==> src/rtl/memory_responder_if.sv <==
// MFA/MFC handshake bundle between the control unit (master) and memory (slave).
interface memory_responder_if;
  logic        MFA;
  logic        READ_WRITE;
  logic        WORD_BYTE;
  logic [31:0] Address;
  logic [31:0] DataIn;
  logic [31:0] DataOut;
  logic        MFC;

  modport master (output MFA, READ_WRITE, WORD_BYTE, Address, DataIn,
                  input  DataOut, MFC);
  modport slave  (input  MFA, READ_WRITE, WORD_BYTE, Address, DataIn,
                  output DataOut, MFC);
endinterface

==> src/rtl/memory_responder.sv <==
// Memory-side responder: latches a request on MFA, waits WAIT_CYCLES, performs a
// little-endian word/byte access on a byte-addressed RAM and raises MFC until MFA drops.
module memory_responder #(
  parameter int ADDR_WIDTH  = 8,
  parameter int WAIT_CYCLES = 2
) (
  input  logic                Clk,
  input  logic                Reset,
  memory_responder_if.slave   bus
);
  localparam int DEPTH = 1 << ADDR_WIDTH;

  typedef enum logic [1:0] {IDLE, BUSY, DONE} state_t;

  typedef struct packed {
    logic                  rd;
    logic                  word;
    logic [ADDR_WIDTH-1:0] addr;
    logic [31:0]           data;
  } req_t;

  state_t      state, state_nx;
  req_t        req;
  logic [3:0]  cnt;
  logic [31:0] dout_q;
  logic        fire;
  logic [7:0]  mem [DEPTH];

  // Address bits above the RAM size are deliberately dropped (wrap).
  logic unused_addr_hi;
  assign unused_addr_hi = ^bus.Address[31:ADDR_WIDTH];

  // Per-byte-lane addresses of the aligned word; lane 0 sits in bits [7:0].
  logic [ADDR_WIDTH-1:0] lane_addr [4];
  logic [3:0][7:0]       rd_lane;
  logic [31:0]           rd_val;

  for (genvar i = 0; i < 4; i++) begin : g_lane
    assign lane_addr[i] = {req.addr[ADDR_WIDTH-1:2], 2'(i)};
    assign rd_lane[i]   = mem[lane_addr[i]];
  end

  assign rd_val = req.word ? rd_lane : {24'h0, mem[req.addr]};
  assign fire   = (state == BUSY) && (cnt == 4'd0);

  // State register
  always_ff @(posedge Clk) begin
    if (Reset) state <= IDLE;
    else       state <= state_nx;
  end

  // Next-state: capture on MFA, count down, hold DONE until MFA is released
  always_comb begin
    state_nx = state;
    case (state)
      IDLE:    if (bus.MFA)  state_nx = BUSY;
      BUSY:    if (cnt == 0) state_nx = DONE;
      DONE:    if (!bus.MFA) state_nx = IDLE;
      default:               state_nx = IDLE;
    endcase
  end

  // Outputs: MFC is simply "in DONE"; read data is a held register
  always_comb begin
    bus.MFC     = (state == DONE);
    bus.DataOut = dout_q;
  end

  // Request latch, wait counter and read-data register
  always_ff @(posedge Clk) begin
    if (Reset) begin
      req    <= '0;
      cnt    <= 4'd0;
      dout_q <= 32'h0;
    end else begin
      case (state)
        IDLE: if (bus.MFA) begin
          req.rd   <= bus.READ_WRITE;
          req.word <= bus.WORD_BYTE;
          req.addr <= bus.Address[ADDR_WIDTH-1:0];
          req.data <= bus.DataIn;
          cnt      <= 4'(WAIT_CYCLES);
        end
        BUSY: begin
          if (cnt != 4'd0)  cnt    <= cnt - 4'd1;
          else if (req.rd)  dout_q <= rd_val;
        end
        default: ;
      endcase
    end
  end

  // RAM write at the BUSY->DONE edge; a reset on that edge aborts it. No RAM reset.
  always_ff @(posedge Clk) begin
    if (!Reset && fire && !req.rd) begin
      if (req.word) begin
        for (int i = 0; i < 4; i++) mem[lane_addr[i]] <= req.data[8*i +: 8];
      end else begin
        mem[req.addr] <= req.data[7:0];
      end
    end
  end
endmodule

==> src/flat_wrapper.sv <==
// flat-port wrapper written by rule: the top's interface ports become plain ports
module memory_responder_flat 
#(
  parameter int ADDR_WIDTH  = 8,
  parameter int WAIT_CYCLES = 2
)
  (Clk, Reset, bus_MFA, bus_READ_WRITE, bus_WORD_BYTE, bus_Address, bus_DataIn, bus_DataOut, bus_MFC);
  memory_responder_if bus_i ();
  input  logic Clk;
  input  logic Reset;
  input wire logic [$bits(bus_i.MFA)-1:0] bus_MFA;
  input wire logic [$bits(bus_i.READ_WRITE)-1:0] bus_READ_WRITE;
  input wire logic [$bits(bus_i.WORD_BYTE)-1:0] bus_WORD_BYTE;
  input wire logic [$bits(bus_i.Address)-1:0] bus_Address;
  input wire logic [$bits(bus_i.DataIn)-1:0] bus_DataIn;
  output wire logic [$bits(bus_i.DataOut)-1:0] bus_DataOut;
  output wire logic [$bits(bus_i.MFC)-1:0] bus_MFC;
  assign bus_i.MFA = bus_MFA;
  assign bus_i.READ_WRITE = bus_READ_WRITE;
  assign bus_i.WORD_BYTE = bus_WORD_BYTE;
  assign bus_i.Address = bus_Address;
  assign bus_i.DataIn = bus_DataIn;
  assign bus_DataOut = bus_i.DataOut;
  assign bus_MFC = bus_i.MFC;
  memory_responder #(.ADDR_WIDTH(ADDR_WIDTH), .WAIT_CYCLES(WAIT_CYCLES)) u_core (.Clk(Clk), .Reset(Reset), .bus(bus_i));
endmodule
==> config.mk <==
export PLATFORM = sky130hd
export DESIGN_NAME = memory_responder_flat
export DESIGN_NICKNAME = d
export VERILOG_FILES = /design/src/rtl/memory_responder_if.sv /design/src/rtl/memory_responder.sv /design/src/flat_wrapper.sv
export SDC_FILE = /design/constraint.sdc
export NUM_CORES = 2
export LEC_CHECK = 0
export ABC_AREA = 0
export CAP_MARGIN = 30
export CORE_MARGIN = 5
export CORE_UTILIZATION = 35
export CTS_BUF_LIST = sky130_fd_sc_hd__clkbuf_8
export CTS_CLUSTER_SIZE = 40
export DETAILED_ROUTE_END_ITERATION = 8
export PLACE_DENSITY = 0.54
export SLEW_MARGIN = 20
export SYNTH_ARGS = -nofsm -noshare
export SYNTH_HDL_FRONTEND = slang
export SYNTH_SLANG_ARGS = --single-unit
==> constraint.sdc <==
create_clock -name Clk -period 6.55 [get_ports Clk]
set_clock_uncertainty 0.05 [all_clocks]
set_input_delay 0.655 -clock Clk [delete_from_list [all_inputs] [get_ports Clk]]
set_output_delay 0.655 -clock Clk [all_outputs]
set_load 0.05 [all_outputs]
==> results.py <==
metrics = {
    "setup_path": {
        "worst-r2r-setup-slack_ns": 1.83,
        "crit_path_end_kind": "register",
        "crit_end": "u_core.mem[143][1]",
        "crit_type": "reg2reg",
        "r2r-start": "u_core.cnt[0]",
        "cp_max_fo": 12,
        "cp-start-kind": "register",
        "worstPathRequired_ns": 7.24,
        "reg2regPathDepth": 9,
        "crit_start": "u_core.cnt[0]",
        "worstPathArrival_ns": 5.41,
        "reg2reg_to": "u_core.mem[143][1]",
    },
    "synth": {
        "ys_seq_elements": 2136,
        "synth_top_family_by_area": "multiplexers",
        "synthAdderAreaFrac": 0.000210,
        "synth_xor_area_frac": 0.000147,
        "synth_edf_count": 2048,
        "synth_top_area_frac": 0.516,
        "yosysTopAreaCell": "edfxtp_1",
        "synthesis.nets": 7362,
        "yosys.area_share.simple": 0.0322,
        "yosys-top-cells-count": "2,048 x edfxtp_1, 1,578 x mux2_2, 1,063 x mux4_2",
        "synthTopCellsByArea": "edfxtp_1 52%, mux4_2 20%, mux2_2 15%",
        "ys_seq_area_frac": 0.531,
        "avgSynthCellArea_sq_um": 16.3,
        "synthMuxAreaShare": 0.370,
        "ys_types": 75,
        "syn-instance-count": 7291,
        "ys.flop_type": "edfxtp_1",
        "yosysWarnings": 0,
        "yosysMostFrequentCell": "edfxtp_1",
        "synth-async-reset-ratio": 0,
        "syn_area_sq_um": 119000,
        "synth_compound_area_frac": 0.0360,
    },
    "timing": {
        "final_hold_viol_count": 0,
        "finalMaxSlewViolations": 0,
        "setup_viol": 0,
        "fmax_mhz": 212,
        "rsz0062_at_grt": "false",
        "fin_crit_sh": 0.721,
        "tightest_slew_ns": 1.41,
        "tns_ns": 0,
        "fin_crit_ns": 4.72,
        "max-slew-margin-rel": 0.0616,
    },
    "clock_network": {
        "root_buffer": "clkbuf_8",
        "cts_buffers": 383,
        "cts_htree_levels": 5,
        "path_clk_slew_ns": 0.06,
        "clock_latency_ns": 1.15,
        "cts_setup_buffers": 0,
        "cts_sinks": 2136,
        "cts_resized": 0,
        "cts_hold_buffers": 14,
        "tritoncts": "built",
        "clock_tree.buffer_depth": 4,
    },
    "global_route": {
        "grt_usage": 0.315,
        "grt_pass1_wl_mm": 753,
        "grt_overflow_total": 0,
        "grt_max_degree": 168,
        "grt_pass1_vias": 77400,
        "antenna_found_initial": 78,
    },
    "power": {
        "powerDensity_nw_per_um2": 245,
        "p_leak_nw": 43.1,
        "vdd_drop_max_mv": 0.154,
    },
    "run": {
        "timing.max_cap.violations": 0,
    },
    "place": {
        "place_congestion": 1.04,
        "place_hpwl_mm": 417,
        "io_buffers": 77,
        "placed_cell_area_sq_um": 125000,
    },
    "die": {
        "rows": 214,
        "io_pins": 102,
        "initial_core_util": 0.351,
        "fp.dieH_microns": 593,
        "die_area_sq_um": 352000,
        "chipWidth_microns": 593,
        "core_sq_um": 340000,
    },
    "cells_and_area": {
        "n_fill_cell": 31500,
        "drive_above_1_share": 0.477,
        "fin_area_sq_um": 133000,
        "fin_nets": 7396,
        "syn2layout_area_growth_pct": 11.4,
    },
    "detailed_routing": {
        "drc": 0,
        "dr.pass1.iters": 5,
        "drtIter0Drc": 14500,
        "wl_mm": 577,
        "viasPerCell": 6.74,
        "ant_nets": 0,
        "vias": 82500,
        "post_drt_wl_per_cell_microns": 47.2,
    },
    "hold_path": {
        "hold_path_startpoint": "bus_DataIn[1]",
        "hold_class": "in2reg",
    },
    "outcome": {
        "status": "finished, final reports clean",
    },
}
[power by group]
group / total (W) / internal [W] / leakage (nW) / switching [W]
logic: 0.00463 / 0.00176 / 19.7 / 0.00287
registers: 0.0154 / 0.0151 / 19.3 / 0.000376
clock network: 0.0125 / 0.00618 / 4.13 / 0.00628
[sequential cells by signal (all words and copies together) (netlist names), named ones only]
name,cells
u_core.bus.DataOut,32
u_core.cnt,4
u_core.lane_addr,6
u_core.mem,2048
u_core.req,36
u_core.state,2
[final cells by class]
class | instances | area [sq um] | area share
Antenna cell | 45 | 113 | 0.000849
Clock buffer | 396 | 5450 | 0.0411
Clock inverter | 311 | 1730 | 0.0131
Inverter | 12 | 48.8 | 0.000368
Multi-Input combinational cell | 4360 | 52500 | 0.395
Sequential cell | 2136 | 63400 | 0.478
Tap cell | 4536 | 5680 | 0.0428
Timing Repair Buffer | 432 | 3780 | 0.0285
[how the worst min path moves through the flow]
| stage | to | cells past startpoint |
|---|---|---|
| after detailed placement | u_core.req[41] | 2 |
| after global placement | u_core.req[41] | 2 |
| final | u_core.req[1] | 3 |
| after CTS | u_core.req[28] | 3 |
| after floorplan | u_core.req[41] | 2 |
| after global routing | u_core.req[1] | 3 |
[worst max-delay path, cell delays in order (launching register included)]
cell and delay [ns]:
dfxtp_1 0.34, inv_1 0.10, ha_1 0.15, nor3b_2 0.65, and3_2 0.44, nand2b_2 0.32
buf_4 0.38, nor2_1 0.74, nand2_1 0.53, nand2_1 0.55
[metrics by stage]
step	std cells	hold slack (ns)	worst slack (ns)	total power [W]	util
after floorplan	7291	0.421	3.58	0.0181	-
after global placement	11400	0.441	1.91	0.0201	0.367
after detailed placement	11400	0.443	2.10	0.0202	0.368
after CTS	12200	0.000551	2.00	0.0324	0.390
after global routing	12200	0.0582	1.68	0.0332	0.390
final	12200	0.0508	1.83	0.0325	0.391
[logic make-up (layout without fill, tap and decap cells)]
group / after synthesis / after routing
other: 0 / 45
DFF: 2136 / 2136
buffers and inverters: 795 / 1151
and+or+nand+nor: 834 / 834
muxes: 2874 / 2874
AOI/OAI and AO/OA: 648 / 648
adders and majority gates: 2 / 2
xor gates and xnor gates: 2 / 2
[cells in the final DEF, fill, tap and decap left out, types with 110 or more instances in the layout]
master    Yosys  routed
edfxtp_1   2048    2048
mux2_2     1578    1578
mux4_2     1063    1063
nand2_1     449     438
clkbuf_8      0     396
buf_4        63     277
mux2i_1     233     233
o21ai_0     159     145
o22ai_1     135     135
inv_1        11     130
nor2_1      121     110
[layer usage]
metal,wire length [microns],GRT usage
met5,204,0
met4,37000,0.165
met2,245000,0.453
met3,77700,0.102
met1,217000,0.425
No activity file was read; power rests on OpenSTA's default activity.
